<file path="config.mk">
export PLATFORM = sky130hd
export DESIGN_NAME = umi_pack_ser
export DESIGN_NICKNAME = d
export VERILOG_FILES = /design/src/rtl/umi_pack_ser.sv
export SDC_FILE = /design/constraint.sdc
export NUM_CORES = 1
export LEC_CHECK = 0
export ABC_CLOCK_PERIOD_IN_PS = 23100
export CORE_AREA = 8 8 241 243
export CTS_CLUSTER_DIAMETER = 100
export DETAILED_ROUTE_END_ITERATION = 16
export DIE_AREA = 0 0 249 251
export SLEW_MARGIN = 20
export SYNTH_ARGS = -nofsm -noshare
export SYNTH_HDL_FRONTEND = slang
export SYNTH_SLANG_ARGS = --single-unit
</file>
<file path="constraint.sdc">
create_clock -name clk -period 23.1 [get_ports clk]
set_clock_uncertainty 0.1 [all_clocks]
set_input_delay 2.31 -clock clk [delete_from_list [all_inputs] [get_ports clk]]
set_output_delay 2.31 -clock clk [all_outputs]
set_load 0.005 [all_outputs]
</file>
<file path="src/rtl/umi_pack_ser.sv">
// umi_pack_ser: latches one UMI command and serialises it as OW-bit beats.
// Header beats (cmd, dstaddr, srcaddr) are always sent. Data beats follow only
// when opcode[0] is set. A new command can be taken on the final-beat
// handshake, so packets can run back to back with no idle cycle.
module umi_pack_ser #(
    parameter int AW = 64,
    parameter int DW = 256,
    parameter int OW = 64
) (
    input  logic          clk,
    input  logic          reset,
    input  logic          in_valid,
    output logic          in_ready,
    input  logic [7:0]    opcode_in,
    input  logic [3:0]    size_in,
    input  logic [19:0]   user_in,
    input  logic [AW-1:0] dstaddr_in,
    input  logic [AW-1:0] srcaddr_in,
    input  logic [DW-1:0] data_in,
    output logic          out_valid,
    input  logic          out_ready,
    output logic [OW-1:0] out_data,
    output logic          out_last
);

    localparam int PW = 3*AW + DW;
    localparam int HB = 3*AW/OW;
    localparam int DB = DW/OW;
    localparam int NB = HB + DB;
    localparam int CW = (NB > 1) ? $clog2(NB) : 1;
    localparam logic [CW-1:0] LAST_HDR = CW'(HB-1);
    localparam logic [CW-1:0] LAST_ALL = CW'(NB-1);

    // The beat slicing below assumes whole beats per field and a 32-bit command word.
    if (OW < 32 || AW < 32 || (AW % OW) != 0 || (DW % OW) != 0) begin : g_bad_params
        $error("umi_pack_ser: illegal AW/DW/OW combination");
    end

    typedef enum logic {IDLE, SEND} state_t;

    state_t        state, state_nxt;
    logic [CW-1:0] cnt, cnt_nxt;
    logic          has_data;
    logic [PW-1:0] pkt;
    logic          load;
    logic          advance;
    logic [CW-1:0] last_idx;

    assign last_idx = has_data ? LAST_ALL : LAST_HDR;

    // Control state: FSM, beat counter and data-beat flag of the held packet.
    always_ff @(posedge clk) begin
        if (reset) begin
            state    <= IDLE;
            cnt      <= '0;
            has_data <= 1'b0;
        end else begin
            state <= state_nxt;
            cnt   <= cnt_nxt;
            if (load) has_data <= opcode_in[0];
        end
    end

    // Packet shift register. Beat 0 sits in the low OW bits; each accepted
    // non-final beat shifts the next one down. It is not reset because
    // out_data is forced to zero whenever no beat is valid.
    always_ff @(posedge clk) begin
        if (load) begin
            pkt <= {data_in, srcaddr_in, dstaddr_in, AW'({user_in, size_in, opcode_in})};
        end else if (advance) begin
            pkt <= pkt >> OW;
        end
    end

    // Next state, handshakes and beat sequencing.
    always_comb begin
        state_nxt = state;
        cnt_nxt   = cnt;
        in_ready  = 1'b0;
        out_valid = 1'b0;
        out_last  = 1'b0;
        load      = 1'b0;
        advance   = 1'b0;
        case (state)
            IDLE: begin
                in_ready = 1'b1;
                if (in_valid) begin
                    load      = 1'b1;
                    cnt_nxt   = '0;
                    state_nxt = SEND;
                end
            end
            SEND: begin
                out_valid = 1'b1;
                out_last  = (cnt == last_idx);
                if (out_ready) begin
                    if (out_last) begin
                        // The final handshake frees the slot, so a waiting command is taken here.
                        in_ready = 1'b1;
                        cnt_nxt  = '0;
                        if (in_valid) load = 1'b1;
                        else          state_nxt = IDLE;
                    end else begin
                        advance = 1'b1;
                        cnt_nxt = cnt + CW'(1);
                    end
                end
            end
            default: state_nxt = IDLE;
        endcase
        if (reset) begin
            in_ready = 1'b0;
            load     = 1'b0;
        end
    end

    assign out_data = out_valid ? pkt[OW-1:0] : '0;

endmodule

</file>
==> results.md, run 1 <==
- Outcome: complete, no violations
- Static Leak: 9.02 nW
- Synthesized Nets: 1631
- Final Non-Filler Cells: 2412
- Max frequency: 0.155 GHz
- Post-Synthesis Cells: 1209
- CTS clock-pin slew for the worst setup and hold paths: 0.06 ns
- Clk sinks: 453
- RSZ-0062 raised after global routing: false
- Crit path DAT: 6.54 ns
- Synth Area in Compound Gates: 19.4%
- Layout area overhead: 37.5%
- Slew @ Worst Pin: 1.09 ns
- Setup CP Type: input pin to flop
- Seq/Total Area, Yosys: 70.9%
- Core Rows: 86
- Drt first-iter violations: 1146
- CTS tree: yes
- Post-synthesis mux area share: 0%
- Die Area: 62500 sq um
- Largest net degree at the start of global routing: 112
- Area of the core: 54300 sq um
- Dpl hpwl: 38400 um
- Tmin final: 6.44 ns
- Initial antenna violation count: 17
- Synth Area in Simple Gates: 6.16%
- PortBufs: 486
- Hold Crit Class: flop to flop
- DRT Pass-1 Iters: 5
- Largest family of logic cells by synthesized area: compound AO/OA/AOI/OAI gates
- Part of the cycle the worst path needs: 27.9%
- Power per cell area: 77.6 nW/um^2
- Post-CTS Setup Inserts: 0
- Dpl cells: 2303
- Hold Path Stages: 2
- CP endpoint kind: flop
- Cts hold-fix bufs: 0
- FF/Latch Area: 13200 sq um
- IO Pins: 487
- VDD IR max: 48.4 uV
- Vias: 12200
- GRT Total Usage: 16.3%
- Root Buffer: clkbuf_16
- Syn Area/Cell: 15.4 sq um
- Drt drc: 0
- WP data required: 23.21 ns
- Global-route wire length before repair: 78400 um
- Remaining global-route overflow: 0
- Synth cell types: 29
- Placer Congestion: 0.790
- Die W: 249 um
- NumNets Final: 2073
- Cell Area, Synth: 18700 sq um
- Flops & latches, synth: 453
- Fin. Hold Viols: 0
- Chip height: 251 um
- Worst slew margin: 27.1%
- Post-cts resize count: 0
- WL/cell: 22.4 um
- Final setup violating endpoints: 0
- Layout cells sized above 1: 5.61%
- TritonCTS Buffers: 50
- Initial core utilization: 34.4%
- Clock Path Buffers: 3
- H-tree depth: 2
- Yosys warnings: 0
- Fill cells: 4731
- Max cap viols: 0
- ANT nets after route: 0
- Type of origin of the critical path: input pin
- Reg2reg path depth: 8
- Vias/cell: 5.04
- XOR/XNOR Fraction of Synth Area: 0.134%
- Final wirelength: 54100 um
- Clock latency on the worst-skew pair: 0.58 ns
- Max FO, Critical Path: 87
- Multi-input logic area: 4850 sq um
- Final count of pins violating max slew: 0
- Number of global-route vias before repair: 12600
- Setup TNS: 0 ns
- Post-Synth Adder-Cell Area: 0.134%
==> cell usage after synthesis <==
cell type	count	area (sq um)
nand3_1	32	160
nand2_1	33	124
nor3_1	2	10.0
a22o_1	352	3080
nand4b_1	2	17.5
o21a_1	1	7.51
buf_6	11	124
or2_1	1	6.26
ha_1	2	25.0
buf_2	70	350
nor2_1	2	7.51
clkbuf_1	35	131
a211oi_1	1	7.51
nand2b_1	2	12.5
a31oi_1	33	206
a2111oi_0	2	17.5
o2bb2ai_2	1	15.0
edfxtp_1	416	12500
nor2b_1	1	6.26
a32o_1	2	20.0
and2_1	129	807
xor2_2	1	16.3
o211ai_1	32	240
xnor2_1	1	8.76
inv_1	5	18.8
a211o_1	1	8.76
a21o_1	1	7.51
a21oi_1	1	5.00
dfxtp_1	37	741
==> layout by cell type (no fill, tap or decap), types with 17 or more instances in the layout <==
master	count
clkbuf_16	50
a22o_1	352
clkdlybuf4s50_1	486
and2_1	129
nand3_1	32
nand2_1	33
dfxtp_1	36
o211ai_1	32
a31oi_1	33
buf_4	17
edfxtp_1	416
==> registers in the layout (all words and copies together), names as in the netlist <==
signal and flops:
pkt 448, cnt 3, state 1, has_data 1
==> logic make-up after synthesis <==
kind of cell | after synthesis
adder cells (fa/ha/maj) | 2
buffers and inverters | 121
XOR/XNOR | 2
AND/OR/NAND/NOR | 204
AO/OA/AOI/OAI | 427
flip-flops | 453
==> area by class of cell <==
cell class                      instances  share of cell area [%]
Sequential cell                       453                    51.5
Timing Repair Buffer                  506                    19.6
Multi-Input combinational cell        635                    18.9
Clock buffer                           60                    5.02
Tap cell                              704                    3.43
Clock inverter                         33                    1.29
Antenna cell                           16                   0.156
Inverter                                5                  0.0731
==> where the power goes <==
part / switching [mW] / internal, mW / leakage (nW)
logic: 0.0857 / 0.115 / 3.86
clock network: 0.324 / 0.466 / 0.788
registers: 0.0280 / 0.974 / 4.37
total: 0.438 / 1.55 / 9.02
==> critical path, stage by stage <==
cell	delay [ns]
clkdlybuf4s50_1	0.55
nand2_1	0.07
buf_4	0.29
a21oi_4	0.16
or2_4	0.61
buf_4	0.92
buf_6	0.70
buf_4	0.76
==> routing by layer <==
layer  wire length [um]  part of all wire [%]  GRT usage [%]  vias to the layer above
li1                   -                     -              -                     5782
met1              22200                    41           19.8                     5942
met5                 17                 0.031              0                        -
met4               1450                   2.7           6.54                        2
met2              27500                    51           27.8                      356
met3               2920                   5.4           3.91                       82
==> per-stage QoR <==
stage                     power [mW]  setup slack [ns]  area, sq um  hold WS [ns]  utilization [%]
after floorplan                 1.12             10.10        18700         0.362                -
after global placement          1.22             15.77        24000         0.376             44.2
after detailed placement        1.22             15.72        24000         0.389             44.2
after CTS                       2.01             16.36        25600         0.396             47.2
after global routing            2.06             16.35        25700         0.415             47.3
final                           1.99             16.66        25700         0.393             47.3
==> worst paths after layout <==
kind                            slack [ns]       end      start
worst min register to register        0.39   pkt[39]    pkt[39]
worst max-delay path                 16.66  pkt[266]  out_ready
worst max register to register       18.00  pkt[266]     cnt[0]
worst min-delay path                  0.39   pkt[39]    pkt[39]
No activity file was read; power rests on OpenSTA's default activity.
==> inputs of run 2 (changes only) <==
--- a/config.mk
+++ b/config.mk
@@ -5,7 +5,7 @@
 export SDC_FILE = /design/constraint.sdc
 export NUM_CORES = 1
 export LEC_CHECK = 0
-export ABC_CLOCK_PERIOD_IN_PS = 23100
+export ABC_CLOCK_PERIOD_IN_PS = 5500
 export CORE_AREA = 8 8 241 243
 export CTS_CLUSTER_DIAMETER = 100
 export DETAILED_ROUTE_END_ITERATION = 16
==> constraint.sdc (replaced) <==
create_clock -name clk -period 5.5 [get_ports clk]
set_clock_uncertainty 0.1 [all_clocks]
set_input_delay 0.55 -clock clk [delete_from_list [all_inputs] [get_ports clk]]
set_output_delay 0.55 -clock clk [all_outputs]
set_load 0.005 [all_outputs]
==> run 2 against run 1 <==
Against the previous run:
- sequential power grew to 4.2 times the previous value
- die area stayed put
- clock power grew to 4.0 times the previous value
- cell count is 0.33% lower
- sequential share of layout area is 0.055 points lower
- critical path depth is 1 lower
- global-route usage is 0.16 points higher
- register-to-register slack worse by 16 ns
- non-clock buffer count is 4 higher
- critical path type is now flop to flop
- hold slack worse by 0.0024 ns
- via count is 0.95% lower
==> results.md, run 2 (same netlist as run 1, synthesis figures left out) <==
- Slew @ Worst Pin: 1.07 ns (-0.0246 ns)
- WP data required: 5.64 ns (-17.57 ns)
- TritonCTS Buffers: 49 (-2.0%)
- Clk sinks: 453 (unchanged)
- Power per cell area: 319 nW/um^2 (+310%)
- Vias: 12000 (-0.95%)
- Remaining global-route overflow: 0 (unchanged)
- Placer Congestion: 0.821 (+3.9%)
- Final wirelength: 54100 um (about the same)
- Setup TNS: 0 ns (unchanged)
- Max FO, Critical Path: 59 (-32%)
- Worst slew margin: 28.7% (+1.6 points)
- Fin. Hold Viols: 0 (unchanged)
- Dpl hpwl: 38700 um (+0.70%)
- Post-CTS Setup Inserts: 0 (unchanged)
- DRT Pass-1 Iters: 5 (unchanged)
- GRT Total Usage: 16.5% (+0.16 points)
- RSZ-0062 raised after global routing: false
- Initial core utilization: 34.4% (unchanged)
- Static Leak: 9.02 nW (about the same)
- Largest net degree at the start of global routing: 214 (+91%)
- Chip height: 251 um (unchanged)
- NumNets Final: 2076 (+0.14%)
- Die Area: 62500 sq um (unchanged)
- R2R setup slack: 1.79 ns (-16.21 ns)
- Global-route wire length before repair: 79100 um (+0.86%)
- Drt drc: 0 (unchanged)
- Total chip power: 8.20 mW (+310%)
- Hold Crit Class: flop to flop
- CTS tree: yes
- Root Buffer: clkbuf_16
- FF/Latch Area: 13200 sq um (about the same)
- Post-cts resize count: 0 (unchanged)
- PortBufs: 486 (unchanged)
- IO Pins: 487 (unchanged)
- Clock Path Buffers: 3 (unchanged)
- Max reg flops: 448 (unchanged)
- Core Rows: 86 (unchanged)
- Commonest non-fill, non-tap cell in the layout: clkdlybuf4s50_1
- CTS clock-pin slew for the worst setup and hold paths: 0.06 ns (about the same)
- Cts hold-fix bufs: 0 (unchanged)
- Drt first-iter violations: 942 (-18%)
- Vias/cell: 5.01 (-0.62%)
- Final setup violating endpoints: 0 (unchanged)
- Layout area overhead: 37.6% (about the same)
- Setup CP Type: flop to flop
- VDD IR max: 215 uV (+340%)
- Clock latency on the worst-skew pair: 0.58 ns (about the same)
- ANT nets after route: 0 (unchanged)
- H-tree depth: 2 (unchanged)
- Crit path DAT: 3.85 ns (-2.69 ns)
- Outcome: complete, no violations
- Crit-path max cell delay: 0.90 ns (-0.02 ns)
- Highest-delay cell along the critical path: or2_4
- Initial antenna violation count: 13 (-4)
- Most frequent cell on the critical path: buf_4
- WL/cell: 22.5 um (+0.34%)
- Number of global-route vias before repair: 12500 (-0.96%)
- Layout cells sized above 1: 5.80% (+0.19 points)
- Max frequency: 0.270 GHz
- Tmin final: 3.71 ns
- Commonest non-fill, non-tap cells in the layout: clkdlybuf4s50_1 (486), edfxtp_1 (416), a22o_1 (352)
- CP endpoint kind: flop
- Final count of pins violating max slew: 0 (unchanged)
- Largest registers: pkt (448), cnt (3)
- Die W: 249 um (unchanged)
- Fill cells: 4729 (-0.042%)
- Most flops, register: pkt
- Max cap viols: 0 (unchanged)
- Area of the core: 54300 sq um (unchanged)
- Type of origin of the critical path: flop
- Multi-input logic area: 4850 sq um (unchanged)
- Part of the cycle the worst path needs: 67.4%
- Cell breakdown of the critical path: inv_1, ha_1, buf_4, nand4b_1, o2bb2ai_4, or2_4, buf_4
run 2: metrics by stage:
stage	util, %	hold WS (ns)	area (sq um)	worst slack [ns]	instances
after floorplan	-	0.362	18700	0.596	1209
after global placement	44.4	0.374	24100	1.60	2306
final	47.3	0.390	25700	1.79	2404
after global routing	47.3	0.407	25700	1.57	2403
after detailed placement	44.4	0.379	24200	1.57	2307
after CTS	47.2	0.391	25700	1.78	2393
run 2: worst max-delay path, delay by kind of cell, from the launching register on:
family                     cells  cell delay (ns)
AOI/OAI and AO/OA              1             0.65
adders and majority gates      1             0.14
buffers and inverters          3             0.92
DFF                            1             0.34
and+or+nand+nor                2             1.13
run 2: final cells by class:
type	count	share of cell area, %
diodes	11	0.107
inverters	5	0.0730
multi-input cells	635	18.9
repair buffers	510	20.1
clock inverters	25	0.813
well taps	704	3.43
clock buffers	61	5.11
flip-flops and latches	453	51.5
run 2: where the power goes:
group          switching [mW]  internal (mW)  leakage (nW)  total [mW]
clock network            1.31           1.82         0.744        3.14
logic                   0.369          0.500          3.91       0.868
registers               0.113           4.09          4.37        4.20
total                    1.80           6.41          9.02        8.20
run 2: layer usage:
metal  track usage (%)  routed length, um
met2              28.2              27300
met1              20.2              22300
met4              6.01               1610
met3              3.84               2880
met5                 0                 23
run 2: worst paths after layout:
kind | end | depth (start not counted) | start
worst max register to register | pkt[99] | 7 | cnt[0]
worst min register to register | pkt[47] | 2 | pkt[47]
worst min-delay path | pkt[47] | 2 | pkt[47]
worst max-delay path | pkt[99] | 7 | cnt[0]
==> inputs of run 3 (changes only) <==
--- a/config.mk
+++ b/config.mk
@@ -5,7 +5,7 @@
 export SDC_FILE = /design/constraint.sdc
 export NUM_CORES = 1
 export LEC_CHECK = 0
-export ABC_CLOCK_PERIOD_IN_PS = 5500
+export ABC_CLOCK_PERIOD_IN_PS = 3000
 export CORE_AREA = 8 8 241 243
 export CTS_CLUSTER_DIAMETER = 100
 export DETAILED_ROUTE_END_ITERATION = 16
==> constraint.sdc (replaced) <==
create_clock -name clk -period 3 [get_ports clk]
set_clock_uncertainty 0.1 [all_clocks]
set_input_delay 0.3 -clock clk [delete_from_list [all_inputs] [get_ports clk]]
set_output_delay 0.3 -clock clk [all_outputs]
set_load 0.005 [all_outputs]
==> run 3 against run 2 <==
Against the previous run:
- first-iteration DRC count decreased by 5.3%
- wire length increased by 0.74%
- critical path depth decreased by 1
- core utilization increased by 0.75 points
- combinational power increased by 91%
- clock power increased by 96%
- sequential share of layout area decreased by 0.80 points
- clock-buffer cell count increased by 2
- sequential power increased by 83%
==> results.md, run 3 (same netlist as run 1, synthesis figures left out) <==
- WHS: 0.272 ns (-0.118 ns)
- WP data required: 2.60 ns (-3.04 ns)
- CTS clock-pin slew for the worst setup and hold paths: 0.06 ns (about the same)
- RSZ-0062 raised after global routing: false
- Max reg flops: 448 (unchanged)
- Drt drc: 0 (unchanged)
- CTS tree: yes
- Core Rows: 86 (unchanged)
- Area of the core: 54300 sq um (unchanged)
- Final wirelength: 54500 um (+0.74%)
- Layout cells sized above 1: 6.95% (+1.1 points)
- Crit path DAT: 2.31 ns (-1.54 ns)
- ANT nets after route: 0 (unchanged)
- Vias: 12100 (+0.80%)
- Dpl cells: 2325 (+0.78%)
- Net Sw Frac: 21.5% (-0.37 points)
- Placer Congestion: 0.815 (-0.76%)
- Static Leak: 9.20 nW (+2.0%)
- Initial antenna violation count: 21 (+8)
- Die Area: 62500 sq um (unchanged)
- Part of the cycle the worst path needs: 90.5%
- Layout area overhead: 39.8%
- Clock power frac: 39.7% (+1.5 points)
- Final count of pins violating max slew: 0 (unchanged)
- Setup WS pre-CTS: 0.341 ns (-1.23 ns)
- Die W: 249 um (unchanged)
- Final setup violating endpoints: 0 (unchanged)
- Commonest non-fill, non-tap cells in the layout: clkdlybuf4s50_1 (486), edfxtp_1 (416), a22o_1 (352)
- Clk sinks: 453 (unchanged)
- Post-CTS Setup Inserts: 0 (unchanged)
- WL/cell: 22.4 um (-0.62%)
- Finished Cell Area: 26100 sq um (+1.6%)
- Slew @ Worst Pin: 0.842 ns (-0.227 ns)
- TritonCTS Buffers: 51 (+4.1%)
- Drt first-iter violations: 892 (-5.3%)
- Sequential power share: 49.6% (-1.6 points)
- Pint: 12.2 mW (+90%)
- Remaining global-route overflow: 0 (unchanged)
- GRT Total Usage: 16.3% (-0.12 points)
- Comb power frac: 10.7% (about the same)
- Worst slew margin: 43.9% (+15 points)
- Utilization after layout: 48.0% (+0.75 points)
- Clock latency on the worst-skew pair: 0.58 ns (about the same)
- Max FO, Critical Path: 38 (-36%)
- P_sw: 3.33 mW (+86%)
- Cts hold-fix bufs: 0 (unchanged)
- Family with the most delay on the worst path: buffers and inverters
- Most flops, register: pkt
- H-tree depth: 2 (unchanged)
- Vias/cell: 4.98 (-0.57%)
- Largest net degree at the start of global routing: 176 (-18%)
- Post-cts resize count: 0 (unchanged)
- DRT Pass-1 Iters: 5 (unchanged)
- Setup TNS: 0 ns (unchanged)
- Max layer used: met5
- Clock Path Buffers: 3 (unchanged)
- Placed inst area: 24400 sq um (+1.1%)
- Met2 wire length: 27200 um (-0.26%)
- Crit-path max cell delay: 0.51 ns (-0.39 ns)
- Root Buffer: clkbuf_16
- Chip height: 251 um (unchanged)
- Dpl hpwl: 39900 um (+3.2%)
- Max cap viols: 0 (unchanged)
- Number of global-route vias before repair: 12700 (+1.4%)
- Fin. Hold Viols: 0 (unchanged)
- Global-route wire length before repair: 78300 um (-1.0%)
- Cell breakdown of the critical path: inv_2, ha_4, buf_4, a31oi_1, nor2_1, clkdlybuf4s50_1
- Type of origin of the critical path: flop
- Routed length on met1: 22700 um (+1.5%)
- Power per cell area: 594 nW/um^2 (+86%)
- Total chip power: 15.5 mW (+89%)
- Hold Crit Class: input pin to flop
- WL met3: 2880 um (about the same)
- CP endpoint kind: output pin
- Post-route setup slack: 0.286 ns (-1.51 ns)
- VDD IR max: 388 uV (+80%)
- Setup CP Type: flop to output pin
- Initial core utilization: 34.4% (unchanged)
- NumNets Final: 2096 (+0.96%)
- IO Pins: 487 (unchanged)
- PortBufs: 486 (unchanged)
- Tmin final: 2.71 ns
- Highest-delay cell along the critical path: clkdlybuf4s50_1
- Final Non-Filler Cells: 2437 (+1.4%)
- Max frequency: 0.368 GHz
- Crit path buffers/inverters: 3 (unchanged)
- Outcome: complete, no violations
- Commonest non-fill, non-tap cell in the layout: clkdlybuf4s50_1
- Largest registers: pkt (448), cnt (3)
[run 3: cell types whose count changed in the layout (fill, tap and decap cells not counted), sizes merged]
cell / before / now
clkbuf: 61 / 63
diode: 11 / 20
buf: 24 / 42
inv: 5 / 6
bufinv: 3 / 6
[run 3: layout make-up]
class | instances | area [sq um]
diodes | 20 | 50.0
clock buffers | 63 | 1360
clock inverters | 29 | 289
fillers | 4651 | 28200
inverters | 5 | 18.8
multi-input cells | 635 | 4870
flip-flops and latches | 453 | 13200
well taps | 704 | 881
repair buffers | 528 | 5410
[run 3: path summary, 6_finish.rpt]
kind | slack, ns | cells after the start | from | to
worst max-delay path | 0.29 | 6 | cnt[0] | in_ready
worst min-delay path | 0.27 | 2 | opcode_in[0] | has_data
worst max register to register | 0.46 | 6 | state | pkt[137]
worst min register to register | 0.39 | 2 | pkt[33] | pkt[33]
[run 3: power groups by stage]
stage | Combinational (mW) | Clock [mW] | Sequential, mW
4_1_cts | 1.67 | 6.31 | 7.68
3_3_place_gp | 1.64 | 0 | 7.80
6_report | 1.66 | 6.16 | 7.68
5_1_grt | 1.79 | 6.52 | 7.73
2_1_floorplan | 0.738 | 0 | 7.77
3_5_place_dp | 1.67 | 0 | 7.81
[run 3: routing by layer]
metal  global-route usage, %  up-vias
met4                    7.42        4
li1                        -     5826
met2                    27.5      340
met5                       0        -
met3                    3.72       92
met1                    19.9     5882
